==> config.mk <==
export PLATFORM = sky130hd
export DESIGN_NAME = button_conditioner
export DESIGN_NICKNAME = d
export VERILOG_FILES = /design/src/rtl/button_conditioner.sv
export SDC_FILE = /design/constraint.sdc
export NUM_CORES = 1
export LEC_CHECK = 0
export CAP_MARGIN = 20
export CORE_ASPECT_RATIO = 0.75
export CORE_MARGIN = 5
export CORE_UTILIZATION = 51
export DETAILED_ROUTE_END_ITERATION = 10
export PLACE_DENSITY = 0.75
export SETUP_SLACK_MARGIN = 0.3
export SYNTH_ARGS = -nofsm -noshare
export SYNTH_HDL_FRONTEND = slang
export SYNTH_SLANG_ARGS = --single-unit
==> constraint.sdc <==
create_clock -name clk -period 2 [get_ports clk]
set_input_delay 0.2 -clock clk [delete_from_list [all_inputs] [get_ports clk]]
set_output_delay 0.2 -clock clk [all_outputs]
set_load 0.02 [all_outputs]
==> src/rtl/button_conditioner.sv <==
// Nine-button front end: 2-flop sync, per-bit debounce, then a one-hot
// press arbiter that emits one fixed-width pulse per accepted press.
module button_conditioner #(
  parameter int unsigned DEBOUNCE_CYCLES = 16,
  parameter int unsigned PULSE_CYCLES    = 4,
  parameter bit          RAW_ACTIVE_LOW  = 1'b1
) (
  input  logic       clk,
  input  logic       reset,
  input  logic [8:0] btn_raw,
  input  logic       enable,
  output logic [8:0] press_out,
  output logic       busy,
  output logic       multi_err,
  output logic [8:0] stable_dbg
);

  localparam int unsigned NBTN = 9;
  localparam int unsigned CW   = $clog2(DEBOUNCE_CYCLES + 1);
  localparam int unsigned PW   = $clog2(PULSE_CYCLES + 1);
  localparam logic [CW-1:0] DB_LAST = CW'(DEBOUNCE_CYCLES - 1);
  localparam logic [PW-1:0] PL_LAST = PW'(PULSE_CYCLES - 1);

  typedef enum logic [1:0] {
    IDLE     = 2'd0,
    PULSE    = 2'd1,
    WAIT_REL = 2'd2
  } state_e;

  logic [8:0]    pressed;
  logic [8:0]    sync1_q, sync2_q;
  logic [8:0]    stable_q, stable_d;
  logic [CW-1:0] cnt_q [NBTN];
  logic [CW-1:0] cnt_d [NBTN];

  state_e        state_q, state_d;
  logic [8:0]    sel_q, sel_d;
  logic [PW-1:0] pcnt_q, pcnt_d;
  logic          single_hot;

  assign pressed = RAW_ACTIVE_LOW ? ~btn_raw : btn_raw;

  always_ff @(posedge clk) begin
    if (reset) begin
      sync1_q <= '0;
      sync2_q <= '0;
    end else begin
      sync1_q <= pressed;
      sync2_q <= sync1_q;
    end
  end

  // Any cycle where the synchronised input agrees with stable restarts the count.
  always_comb begin
    stable_d = stable_q;
    for (int unsigned i = 0; i < NBTN; i++) begin
      cnt_d[i] = '0;
      if (sync2_q[i] != stable_q[i]) begin
        if (cnt_q[i] == DB_LAST) begin
          stable_d[i] = sync2_q[i];
        end else begin
          cnt_d[i] = cnt_q[i] + CW'(1);
        end
      end
    end
  end

  always_ff @(posedge clk) begin
    if (reset) begin
      stable_q <= '0;
      cnt_q    <= '{default: '0};
    end else begin
      stable_q <= stable_d;
      cnt_q    <= cnt_d;
    end
  end

  assign single_hot = (stable_q & (stable_q - 9'd1)) == '0;

  always_comb begin
    state_d   = state_q;
    sel_d     = sel_q;
    pcnt_d    = pcnt_q;
    multi_err = 1'b0;
    unique case (state_q)
      IDLE: begin
        if (stable_q != '0) begin
          if (!enable) begin
            state_d = WAIT_REL;
          end else if (single_hot) begin
            sel_d   = stable_q;
            pcnt_d  = '0;
            state_d = PULSE;
          end else begin
            multi_err = 1'b1;
            state_d   = WAIT_REL;
          end
        end
      end
      PULSE: begin
        if (pcnt_q == PL_LAST) begin
          state_d = WAIT_REL;
        end else begin
          pcnt_d = pcnt_q + PW'(1);
        end
      end
      WAIT_REL: begin
        if (stable_q == '0) begin
          state_d = IDLE;
        end
      end
      default: state_d = IDLE;
    endcase
  end

  always_ff @(posedge clk) begin
    if (reset) begin
      state_q <= IDLE;
      sel_q   <= '0;
      pcnt_q  <= '0;
    end else begin
      state_q <= state_d;
      sel_q   <= sel_d;
      pcnt_q  <= pcnt_d;
    end
  end

  assign press_out  = (state_q == PULSE) ? sel_q : '0;
  assign busy       = (state_q != IDLE);
  assign stable_dbg = stable_q;

endmodule
==> metrics.md <==
| Metric | Value |
|---|---|
| Status | `complete, but fails checks` |
| Failing checks | `negative setup slack` |
| TritonCTS buffer count | `9` |
| H-tree Lvls | `3` |
| Crit-path max FO | `2` |
| Synth area leader | `dfxtp_1` |
| # DRC | `0` |
| Slew Limit Headroom | `0.643` |
| # setup viols final | `13` |
| Die width | `about 110 um` |
| First drt pass iteration count | `4` |
| Final critical-path required period | `around 2.2 ns` |
| Total negative setup slack | `-1.22 ns` |
| Buf/Inv on CP | `1` |
| Worst-path clk slew | `around 0.080 ns` |
| Area Growth Syn to Fin | `24.1%` |
| HPWL Detailed | `around 4.8 mm` |
| Warnings from Yosys | `0` |
| Met2 WL | `~3.2 mm` |
| Reg-to-reg endpoint | `sel_q[3]$_SDFFE_PP0P_` |
| Syn Inst Count | `about 370` |
| WP data arrival | `a little under 2 ns` |
| Clock Path Buffers | `2` |
| Total congestion overflow | `0` |
| Port buffer count | `31` |
| Avg Cell Area, Syn | `roughly 9.5 um^2` |
| RD Place Congestion | `between 0.8 and 0.9` |
| Reg2reg start | `stable_dbg[1]$_SDFFE_PP0P_` |
| CP delay by family, top | `simple AND/OR/NAND/NOR gates` |
| Max layer used | `met4` |
| First-pass GRT wire length | `11.3 mm` |
| Die Area | `a little under 0.009 mm^2` |
| Slew Viols, Final | `0` |
| Synth Register Bits | `86` |
| CTS tree | `built` |
| Worst-path cell chain | `or4_4 -> or3_4 -> a21oi_4 -> a211oi_2 -> buf_4` |
| Most common cell after layout, fill and taps aside | `dfxtp_1` |
| Cell Pwr Density | `around 710 mW/mm^2` |
| Final Cycle Share | `1.08` |
| Worst Max-Slew Pin Slew | `about 0.53 ns` |
| Crit path required time | `around 1.8 ns` |
| Top_reg_cell synth | `dfxtp_1` |
| LEAKAGE | `between 0.0015 and 0.002 uW` |
| Starting Density | `0.521` |
| CTS Sinks | `86` |
| Most frequent cells in the layout | `dfxtp_1 (82), nor2_1 (67), buf_4 (26)` |
| Post-DR vias/cell | `about 5.2` |
| Critical path class | `register to output pin` |
| Hold depth | `3` |
| Slowest CP cell | `or4_4` |
| Net count after synthesis | `approximately 400` |
| Routed wl met3 | `around 300 um` |
| Sequential-to-total area share from yosys stat | `0.489` |
| DP Area | `0.00409 mm^2` |
| Synth area leaders | `dfxtp_1 (49%), nor2_1 (7.1%), ha_1 (7.1%), xnor2_1 (4.7%), nand3_1 (3.0%)` |
| Post-synth EDFFs | `0` |
| Final Hold Fails | `0` |
| Ys async rst share | `0` |
| CP startpoint | `stable_dbg[1]$_SDFFE_PP0P_` |
| Setup Buffers After CTS | `0` |
| Layout Nets | `roughly 460` |
| Mapped Area | `roughly 0.0035 mm^2` |
| Hold path start | `reset` |
| Startpoint class of the critical path | `register` |
| Worst Skew | `0.00881 ns` |
| Unique masters post-synth | `46` |
| Core area | `0.00677 mm^2` |
| Vias in the first global route | `2513` |
| Peak VDD IR | `0.000393 V` |
| Worst stage delay on the critical path | `between 0.5 and 0.6 ns` |
| Initial DRC Count | `between 80 and 90` |
| Largest net degree at the start of global routing | `32` |
| WL met1 | `3.15 mm` |
| Min-delay worst type | `input port to register` |
| Die Height | `82.0 um` |
| RSZ-0062 raised after global routing | `yes` |
| Site Rows | `26` |
| Wire per inst | `between 10 and 15 um` |
| Final instance area | `approximately 0.0044 mm^2` |
| Routed via count | `between 2000 and 3000` |
| Flop2flop setup slack | `-0.14 ns` |
| Reg2reg path depth | `7` |
| Initial antenna violation count | `0` |
| Final WL | `6.72 mm` |
| Max Freq | `about 0.46 GHz` |
| Clk root buf | `clkbuf_8` |
| IO Count | `32` |
| Hold path endpoint | `sync1_q[7]$_SDFF_PP0_` |
| Clk_lat worst skew | `between 0.3 and 0.4 ns` |
| Layout cells sized above 1 | `0.186` |
| Antenna violation net count after detailed routing | `0` |
| Maxcap violations | `0` |
| CP endpoint kind | `output pin` |
| Final WS setup | `-0.152 ns` |
| Ant diodes | `0` |
| Hold_buf cts | `0` |
| Total GRT Usage | `0.164` |
| Worst hold slack | `0.279 ns` |
| Post-synth top area share | `0.489` |
## how the worst max path moves through the flow
stage	end	slack, ns	depth (start not counted)
global route	multi_err	-0.22	5
floorplan	pcnt_q[1]$_SDFFE_PP0P_	-0.09	6
global placement	multi_err	-0.33	5
CTS	multi_err	-0.18	5
finish	multi_err	-0.15	5
detailed placement	multi_err	-0.33	5
## per-layer routing
metal,vias to the layer above,GRT usage
met1,1227,0.191
met4,0,0.0724
met3,9,0.0463
li1,1366,-
met5,-,0
met2,59,0.288
## power by group
part | internal [uW] | leakage (uW) | switching [uW]
clock | 653 | 0.000107 | 598
combinational | 47.1 | 0.000975 | 51.4
sequential | 1730 | 0.000700 | 10.9
## through the flow
step	std cells	setup slack, ns	utilization	total power [uW]
2_1_floorplan	372	-0.0916	-	1830
3_3_place_gp	499	-0.329	0.604	1870
3_5_place_dp	499	-0.326	0.604	1880
4_1_cts	515	-0.180	0.640	3120
5_1_grt	515	-0.225	0.646	3210
6_report	515	-0.152	0.646	3090
## kinds of logic after synthesis
| logic type | count (synthesis) | synth area share |
|---|---|---|
| AND/OR/NAND/NOR | 160 | 0.232 |
| flip-flops | 86 | 0.489 |
| buffers and inverters | 42 | 0.0504 |
| XOR/XNOR | 28 | 0.0696 |
| AO/OA/AOI/OAI | 25 | 0.0575 |
| adder cells (fa/ha/maj) | 22 | 0.0767 |
| multiplexers | 9 | 0.0256 |
## flip-flops by register name, summed over array words and instances (netlist names)
name	flops
sel_q	9
sync1_q	9
sync2_q	9
state_q	2
cnt_q	45
pcnt_q	3
stable_dbg	9
## layout make-up
class	count	area, um^2
Fill cell	556	2390
Multi-Input combinational cell	244	1760
Sequential cell	86	1730
Timing Repair Buffer	59	475
Clock buffer	12	155
Tap cell	84	105
Inverter	26	97.6
Clock inverter	4	52.6
## synth_stat cells (2+ instances only)
| library cell | instances |
|---|---|
| o21ai_0 | 2 |
| o32a_1 | 4 |
| mux2i_1 | 9 |
| xnor2_1 | 19 |
| a21oi_1 | 3 |
| buf_4 | 2 |
| or3_1 | 10 |
| clkbuf_1 | 8 |
| nor2_1 | 67 |
| nor3_1 | 2 |
| nor2b_1 | 10 |
| xor2_1 | 9 |
| inv_1 | 25 |
| o311ai_0 | 2 |
| nor3b_1 | 2 |
| a211oi_1 | 2 |
| o41ai_1 | 4 |
| and3_1 | 12 |
| and2_1 | 11 |
| nand3_1 | 21 |
| nand4_1 | 13 |
| maj3_1 | 2 |
| dfxtp_1 | 86 |
| ha_1 | 20 |
| buf_2 | 4 |
| nand2_1 | 3 |
## worst register-to-register path, stage by stage (launching register included)
cell and delay (ns):
dfxtp_4 0.34, or4_4 0.52, buf_4 0.17, or2_4 0.27, o311ai_4 0.29, buf_6 0.16, o32a_1 0.19, o41ai_4 0.09
## what timing repair did
item	CTS	global route
endpoints found under the setup margin	30	17
resized for setup	64	9
pin swaps	4	0
(Power assumes the default switching activity.)
